===== config.mk =====
export PLATFORM = sky130hd
export DESIGN_NAME = rv32i_instr_encoder
export DESIGN_NICKNAME = d
export VERILOG_FILES = /design/src/rtl/rv32i_enc_pkg.sv /design/src/rtl/rv32i_word_pack.sv /design/src/rtl/rv32i_instr_encoder.sv
export SDC_FILE = /design/constraint.sdc
export NUM_CORES = 1
export LEC_CHECK = 0
export BUFFER_PORTS_ARGS = -buffer_cell sky130_fd_sc_hd__buf_4
export CAP_MARGIN = 15
export CELL_PAD_IN_SITES_DETAIL_PLACEMENT = 1
export CELL_PAD_IN_SITES_GLOBAL_PLACEMENT = 1
export CORE_MARGIN = 2
export CORE_UTILIZATION = 25
export CTS_CLUSTER_DIAMETER = 200
export DETAILED_ROUTE_END_ITERATION = 12
export PLACE_DENSITY = 0.58
export SLEW_MARGIN = 0
export SYNTH_ARGS = -nofsm -noshare
export SYNTH_HDL_FRONTEND = slang
export SYNTH_HIERARCHICAL = 1
export SYNTH_SLANG_ARGS = --single-unit

===== constraint.sdc =====
create_clock -name clk -period 2.95 [get_ports clk]
set_input_delay 0.295 -clock clk [delete_from_list [all_inputs] [get_ports clk]]
set_output_delay 0.295 -clock clk [all_outputs]
set_load 0.005 [all_outputs]

===== src/rtl/rv32i_enc_pkg.sv =====
// Shared constants and types for the RV32I instruction encoder.
// Opcodes, funct7 variants, request classes and the LI expansion FSM states.
package rv32i_enc_pkg;

  localparam logic [6:0] OPC_R      = 7'b0110011;
  localparam logic [6:0] OPC_IMM    = 7'b0010011;
  localparam logic [6:0] OPC_LOAD   = 7'b0000011;
  localparam logic [6:0] OPC_STORE  = 7'b0100011;
  localparam logic [6:0] OPC_BRANCH = 7'b1100011;
  localparam logic [6:0] OPC_LUI    = 7'b0110111;
  localparam logic [6:0] OPC_JAL    = 7'b1101111;
  localparam logic [6:0] OPC_JALR   = 7'b1100111;

  localparam logic [6:0] F7_BASE = 7'b0000000;
  localparam logic [6:0] F7_ALT  = 7'b0100000;

  typedef enum logic [3:0] {
    OP_R      = 4'd0,
    OP_I      = 4'd1,
    OP_LOAD   = 4'd2,
    OP_STORE  = 4'd3,
    OP_BRANCH = 4'd4,
    OP_LUI    = 4'd5,
    OP_JAL    = 4'd6,
    OP_JALR   = 4'd7,
    OP_LI     = 4'd8
  } op_e;

  typedef enum logic [0:0] {
    S_IDLE = 1'b0,
    S_LI2  = 1'b1
  } state_e;

  // True when v is representable as a 12-bit two's complement immediate.
  function automatic logic fits_simm12(input logic [31:0] v);
    return v[31:11] == {21{v[11]}};
  endfunction

endpackage


===== src/rtl/rv32i_word_pack.sv =====
// Combinational field packer: one request class plus fields in, one RV32I word out.
// Also flags requests that cannot be encoded (bad class, misaligned or out-of-range offset).
module rv32i_word_pack
  import rv32i_enc_pkg::*;
(
  input  op_e         op,
  input  logic [4:0]  rd,
  input  logic [4:0]  rs1,
  input  logic [4:0]  rs2,
  input  logic [2:0]  funct3,
  input  logic        alt,
  input  logic [31:0] imm,
  output logic [31:0] word,
  output logic        bad
);

  logic [6:0]  f7;
  logic [11:0] imm_i;

  assign f7 = alt ? F7_ALT : F7_BASE;

  always_comb begin
    word  = '0;
    bad   = 1'b0;
    // Shift-immediates carry funct7 in the upper immediate bits.
    imm_i = imm[11:0];
    if (funct3 == 3'b001 || funct3 == 3'b101) begin
      imm_i = {f7, imm[4:0]};
    end

    case (op)
      OP_R:      word = {f7, rs2, rs1, funct3, rd, OPC_R};
      OP_I:      word = {imm_i, rs1, funct3, rd, OPC_IMM};
      OP_LOAD:   word = {imm[11:0], rs1, funct3, rd, OPC_LOAD};
      OP_STORE:  word = {imm[11:5], rs2, rs1, funct3, imm[4:0], OPC_STORE};
      OP_BRANCH: begin
        word = {imm[12], imm[10:5], rs2, rs1, funct3, imm[4:1], imm[11], OPC_BRANCH};
        bad  = imm[0] | (imm[31:12] != {20{imm[12]}});
      end
      OP_LUI:    word = {imm[31:12], rd, OPC_LUI};
      OP_JAL: begin
        word = {imm[20], imm[10:1], imm[11], imm[19:12], rd, OPC_JAL};
        bad  = imm[0] | (imm[31:20] != {12{imm[20]}});
      end
      OP_JALR:   word = {imm[11:0], rs1, 3'b000, rd, OPC_JALR};
      // LI is expanded by the caller into I/LUI requests before it reaches here.
      default:   bad = 1'b1;
    endcase
  end

endmodule


===== src/rtl/rv32i_instr_encoder.sv =====
// Valid/ready RV32I encoder: one field-level request in, one or two words out, each tagged
// with an auto-incrementing byte address. LI expands to LUI+ADDI via a two-state FSM.
module rv32i_instr_encoder
  import rv32i_enc_pkg::*;
#(
  parameter int unsigned        ADDR_W    = 32,
  parameter logic [ADDR_W-1:0]  BASE_ADDR = '0
) (
  input  logic              clk,
  input  logic              rst_n,
  input  logic              in_valid,
  output logic              in_ready,
  input  logic [3:0]        in_op,
  input  logic [4:0]        in_rd,
  input  logic [4:0]        in_rs1,
  input  logic [4:0]        in_rs2,
  input  logic [2:0]        in_funct3,
  input  logic              in_alt,
  input  logic [31:0]       in_imm,
  input  logic              addr_load,
  input  logic [ADDR_W-1:0] addr_in,
  output logic              out_valid,
  input  logic              out_ready,
  output logic [ADDR_W-1:0] out_addr,
  output logic [31:0]       out_word,
  output logic              err,
  output logic [15:0]       word_count
);

  state_e            state_q, state_d;
  logic              out_valid_q, out_valid_d;
  logic [31:0]       out_word_q, out_word_d;
  logic [ADDR_W-1:0] addr_q, addr_d;
  logic              err_q, err_d;
  logic [15:0]       word_count_q, word_count_d;
  logic [31:0]       li2_word_q, li2_word_d;

  op_e         req_op, p_op;
  logic        li_req, li_fits, li_tail;
  logic [31:0] li_sum;
  logic [4:0]  p_rs1;
  logic [2:0]  p_funct3;
  logic        p_alt;
  logic [31:0] p_imm, p_word, t_imm, t_word;
  logic        p_bad, t_bad, req_bad;
  logic        slot_free, accept, out_hs;

  assign req_op  = op_e'(in_op);
  assign li_req  = (req_op == OP_LI);
  assign li_fits = fits_simm12(in_imm);
  // Round so the sign-extended ADDI low part lands back on the requested value.
  assign li_sum  = in_imm + 32'h0000_0800;
  assign li_tail = li_req && !li_fits && (in_imm[11:0] != 12'h000);

  always_comb begin
    p_op     = req_op;
    p_rs1    = in_rs1;
    p_funct3 = in_funct3;
    p_alt    = in_alt;
    p_imm    = in_imm;
    if (li_req) begin
      p_op     = li_fits ? OP_I : OP_LUI;
      p_rs1    = 5'd0;
      p_funct3 = 3'b000;
      p_alt    = 1'b0;
      p_imm    = li_fits ? in_imm : {li_sum[31:12], 12'h000};
    end
  end

  assign t_imm = {{20{in_imm[11]}}, in_imm[11:0]};

  rv32i_word_pack u_pack_main (
    .op     (p_op),
    .rd     (in_rd),
    .rs1    (p_rs1),
    .rs2    (in_rs2),
    .funct3 (p_funct3),
    .alt    (p_alt),
    .imm    (p_imm),
    .word   (p_word),
    .bad    (p_bad)
  );

  rv32i_word_pack u_pack_tail (
    .op     (OP_I),
    .rd     (in_rd),
    .rs1    (in_rd),
    .rs2    (5'd0),
    .funct3 (3'b000),
    .alt    (1'b0),
    .imm    (t_imm),
    .word   (t_word),
    .bad    (t_bad)
  );

  assign req_bad   = p_bad || (li_tail && t_bad);
  assign slot_free = !out_valid_q || out_ready;
  assign in_ready  = (state_q == S_IDLE) && slot_free;
  assign accept    = in_valid && in_ready;
  assign out_hs    = out_valid_q && out_ready;

  always_comb begin
    state_d      = state_q;
    out_valid_d  = out_valid_q;
    out_word_d   = out_word_q;
    addr_d       = addr_q;
    word_count_d = word_count_q;
    li2_word_d   = li2_word_q;
    err_d        = accept && req_bad;

    // addr_q is the address of the presented word, or of the next one when the slot is empty.
    if (out_hs) begin
      addr_d       = addr_q + ADDR_W'(4);
      out_valid_d  = 1'b0;
      word_count_d = word_count_q + 16'd1;
    end else if (addr_load && !out_valid_q) begin
      addr_d = addr_in;
    end

    if (accept && !req_bad) begin
      out_valid_d = 1'b1;
      out_word_d  = p_word;
      if (li_tail) begin
        state_d    = S_LI2;
        li2_word_d = t_word;
      end
    end

    if (state_q == S_LI2 && slot_free) begin
      out_valid_d = 1'b1;
      out_word_d  = li2_word_q;
      state_d     = S_IDLE;
    end
  end

  always_ff @(posedge clk or negedge rst_n) begin
    if (!rst_n) begin
      state_q      <= S_IDLE;
      out_valid_q  <= 1'b0;
      out_word_q   <= '0;
      addr_q       <= BASE_ADDR;
      err_q        <= 1'b0;
      word_count_q <= '0;
      li2_word_q   <= '0;
    end else begin
      state_q      <= state_d;
      out_valid_q  <= out_valid_d;
      out_word_q   <= out_word_d;
      addr_q       <= addr_d;
      err_q        <= err_d;
      word_count_q <= word_count_d;
      li2_word_q   <= li2_word_d;
    end
  end

  assign out_valid  = out_valid_q;
  assign out_word   = out_word_q;
  assign out_addr   = addr_q;
  assign err        = err_q;
  assign word_count = word_count_q;

endmodule

==> results.md <==
* Slew headroom at -195.4%
* Hold Crit Class: input pin to flop
* Tmin final at 3.903 ns
* Post-route cell area at 11680 µm²
* Placed Area at 10250 µm²
* Data required, critical path at 3.25 ns
* Routed len/inst at 20.22 µm
* Post-synth EDFFs at 0
* Total global routing overflow at 0
* Asr flop ratio synth at 100.0%
* Critical path's slowest cell: nor4b_4
* Core area at 30590 µm²
* Critical-path cell list: buf_4 > and4_4 > buf_4 > nand4_1 > buf_4 > nor2_1 > nand3_1 > nor2_1 > xor2_1 > nand4_1 > nor3_2 > nand2_1 > a2111oi_4 > a211oi_2 > nand3b_1 > nor4b_4 > buf_6 > buf_12 > buf_12 > mux2_4
* CP Class: input pin to flop
* Post-layout nets at 1258
* Chip height at 180.4 µm
* Vias per std cell at 5.095
* RSZ-0062 raised after global routing: true
* Mapped Cells at 872
* Hold Vio Cnt, Final at 0
* Period utilisation layout at 132.3%
* CP top delay family: simple AND/OR/NAND/NOR gates
* Top_reg_cell synth: dfrtp_1
* Number of global-route vias before repair at 8382
* Outcome: finished, violations left
* Mapped cell area at 7782 µm²
* Crit-path max FO at 5
* DRC violations left at 0
* Routed wire length at 31760 µm
* Final cell count without fillers at 1571
* Critical Path Start Type: input pin
* R2r endpoint: li2_word_q[18]$_DFFE_PN0P_
* Slew Viols, Final at 68
* Die width at 180.4 µm
* Antenna fix cells at 0
* Ys Warns at 6
* Sequential cell area at 2878 µm²
* Final setup fails at 67
* Max IR drop VDD at 0.4089 mV
* First-pass GRT wire length at 50340 µm
* Post-synth cell types at 73
* Hold depth at 3
* Worst hold start: addr_in[1]
* P_leak at 5.119 nW
* Crit. End Element: flop
* Violated checks: slew limit, setup timing
* Pwr Total at 6.487 mW
* Bufs and invs on worst path at 6
* Max_cap viols at 0
* CTS Buffer Depth at 2
* FMAX at 256.2 MHz
* Worst reg2reg path startpoint: out_valid$_DFFE_PN0P_
* Area of the multi-input gates at 5207 µm²
* Clock Pin Slew Worst Setup and Hold Paths at 0.06 ns
* Clock latency on the worst-skew pair at 0.42 ns
* Via count at 8005
* # H-tree levels at 4
* Yosys reg bits at 115
* Initial DRC Count at 392
* Die area at 32560 µm²
* Clock sinks at 115
* R2r worst-path depth at 8
* Syn Area/Cell at 8.925 µm²
* Clock Root Buffer: clkbuf_16
* Sequential area share after synthesis at 36.98%
* R2R setup slack at 0.60 ns
* Area growth syn-to-layout at 50.06%
* CTS tree: done
* FILL cells at 3566
* Inst Count DP at 1513
* Pre-Repair DR Iteration Count at 4
* Detail Route Antenna Nets at 0
* Clock Skew at 0.01023 ns
* CTS Buf Count at 17
* Hold Path End: out_addr[1]$_DFFE_PN0P_
* Final design utilization at 38.18%
* Initial antenna violation count at 0
* Detailed Place HPWL at 23110 µm
* # rows at 64
* Slew @ Worst Pin at 4.402 ns
* Fin Hold WS at 0.06435 ns
* Port-buffer cells at 174
* Setup crit start: in_imm[16]
* Final WS setup at -0.9533 ns
* Initial Utilization at 25.44%
* Ports at 175
* Cell mode on critical path: buf_4
* Max stage delay on crit path at 0.35 ns
* Pwr Density at 555.4 nW/µm²
* Crit path DAT at 4.20 ns
* Pin count of the biggest net entering global routing at 55
* RD Place Congestion at 0.8652
* Share of cells above drive strength 1 at 39.57%
* Gr usage total at 19.74%
[repair_timing]
action / in CTS / in global routing
gates resized for setup: 65 / 24
endpoints found under the setup margin: 67 / 67
endpoints found under the hold margin: 26 / 0
hold buffers: 1 / 0
setup buffers: 18 / 3
cloned: 9 / 0
pin swaps: 47 / 15
[power breakdown]
group	switching, mW	internal [mW]
combinational	1.05	1.05
clock	0.794	1.26
sequential	0.390	1.94
total	2.23	4.25
[placed cells by master, fill, tap and decap left out, types with 11 or more instances in the layout]
master     instances
and3_1            13
nand2_1          124
inv_1             15
a21oi_1           24
dfrtp_1          115
nand4_1           30
o211ai_1          12
clkbuf_16         17
conb_1            26
a22oi_1           18
nor3_1            18
a22o_1            12
mux2_4            32
and2_1            14
o311ai_0          13
buf_4            279
o21ai_0           43
nor2_1            45
xnor2_1           19
xor2_1            11
mux2i_1           11
nand3_1           35
a32oi_2           20
nor2b_1           11
o21ai_1           43
[registers in the layout, indices dropped and copies added, names as in the netlist]
signal and cells:
err 1, word_count 16, out_addr 32, out_word 32, state_q 1, li2_word_q 32, out_valid 1
[how the worst max path moves through the flow]
stage                                             to  cells after the start  slack [ns]
after floorplan           li2_word_q[21]$_DFFE_PN0P_                     15       -0.99
after global placement    li2_word_q[20]$_DFFE_PN0P_                     16       -1.46
after detailed placement  li2_word_q[20]$_DFFE_PN0P_                     16       -1.64
after CTS                  li2_word_q[5]$_DFFE_PN0P_                     20       -0.85
after global routing      li2_word_q[18]$_DFFE_PN0P_                     20       -1.16
final                     li2_word_q[18]$_DFFE_PN0P_                     20       -0.95
[through the flow]
step	TNS (ns)	setup WS, ns
4_1_cts	-50.82	-0.8517
5_1_grt	-64.61	-1.162
6_report	-50.74	-0.9533
2_1_floorplan	-46.72	-0.9900
3_5_place_dp	-99.54	-1.639
3_3_place_gp	-87.70	-1.455
[Yosys cell counts, drive strengths merged, types with 2 or more instances]
cell type | count | area, µm²
nand2 | 126 | 478.0
dfrtp | 115 | 2878
o21ai | 90 | 484.2
nor2 | 51 | 216.5
nand3 | 35 | 175.2
a32oi | 32 | 280.3
clkbuf | 32 | 120.1
mux2 | 32 | 469.2
nand4 | 30 | 187.7
a21oi | 28 | 170.2
xnor2 | 26 | 227.7
nor3 | 22 | 115.1
buf | 21 | 143.9
a22oi | 19 | 156.4
and2 | 17 | 108.9
inv | 17 | 68.81
nor4 | 15 | 123.9
nor2b | 14 | 102.6
and3 | 13 | 81.33
o311ai | 13 | 113.9
a22o | 12 | 105.1
o211ai | 12 | 90.09
mux2i | 11 | 110.1
xor2 | 11 | 96.34
a221o | 9 | 90.09
nand2b | 9 | 71.32
o22ai | 9 | 56.30
or2 | 7 | 48.80
a31oi | 6 | 37.54
a2111oi | 4 | 47.55
a211oi | 4 | 40.03
or3 | 4 | 30.03
and4 | 3 | 28.78
ha | 3 | 37.54
a21boi | 2 | 18.77
a21o | 2 | 17.52
conb | 2 | 7.510
nor4b | 2 | 38.78
o311a | 2 | 20.02
or2b | 2 | 22.52
or4 | 2 | 15.01
[cell families (layout without fill, tap and decap cells)]
family,after synthesis,in the layout,synth area share [%]
AND/OR/NAND/NOR,354,354,23.89
AO/OA/AOI/OAI,248,250,22.67
flip-flops,115,115,36.98
buffers and inverters,70,347,4.276
multiplexers,43,43,7.444
XOR/XNOR,37,37,4.164
adder cells (fa/ha/maj),3,3,0.4824
other,2,26,0.09650
[tightest hold or removal path: cells and delay by family]
kind          cells  cell delay, ns
buf+inv           1            0.08
simple gates      2            0.08
[layer usage]
metal	global-route usage [%]	share of wire [%]
met1	26.80	47
met5	0	0
met4	4.581	1.6
met3	3.395	2.7
met2	32.72	49
[cell type report]
cell class	instances	share of cell area [%]
well taps	396	4.243
inverters	17	0.5892
clock inverters	12	1.136
multi-input cells	713	44.59
flip-flops and latches	115	24.64
repair buffers	299	21.01
clock buffers	19	3.793
Note: power is estimated with default switching activity, not from simulation.
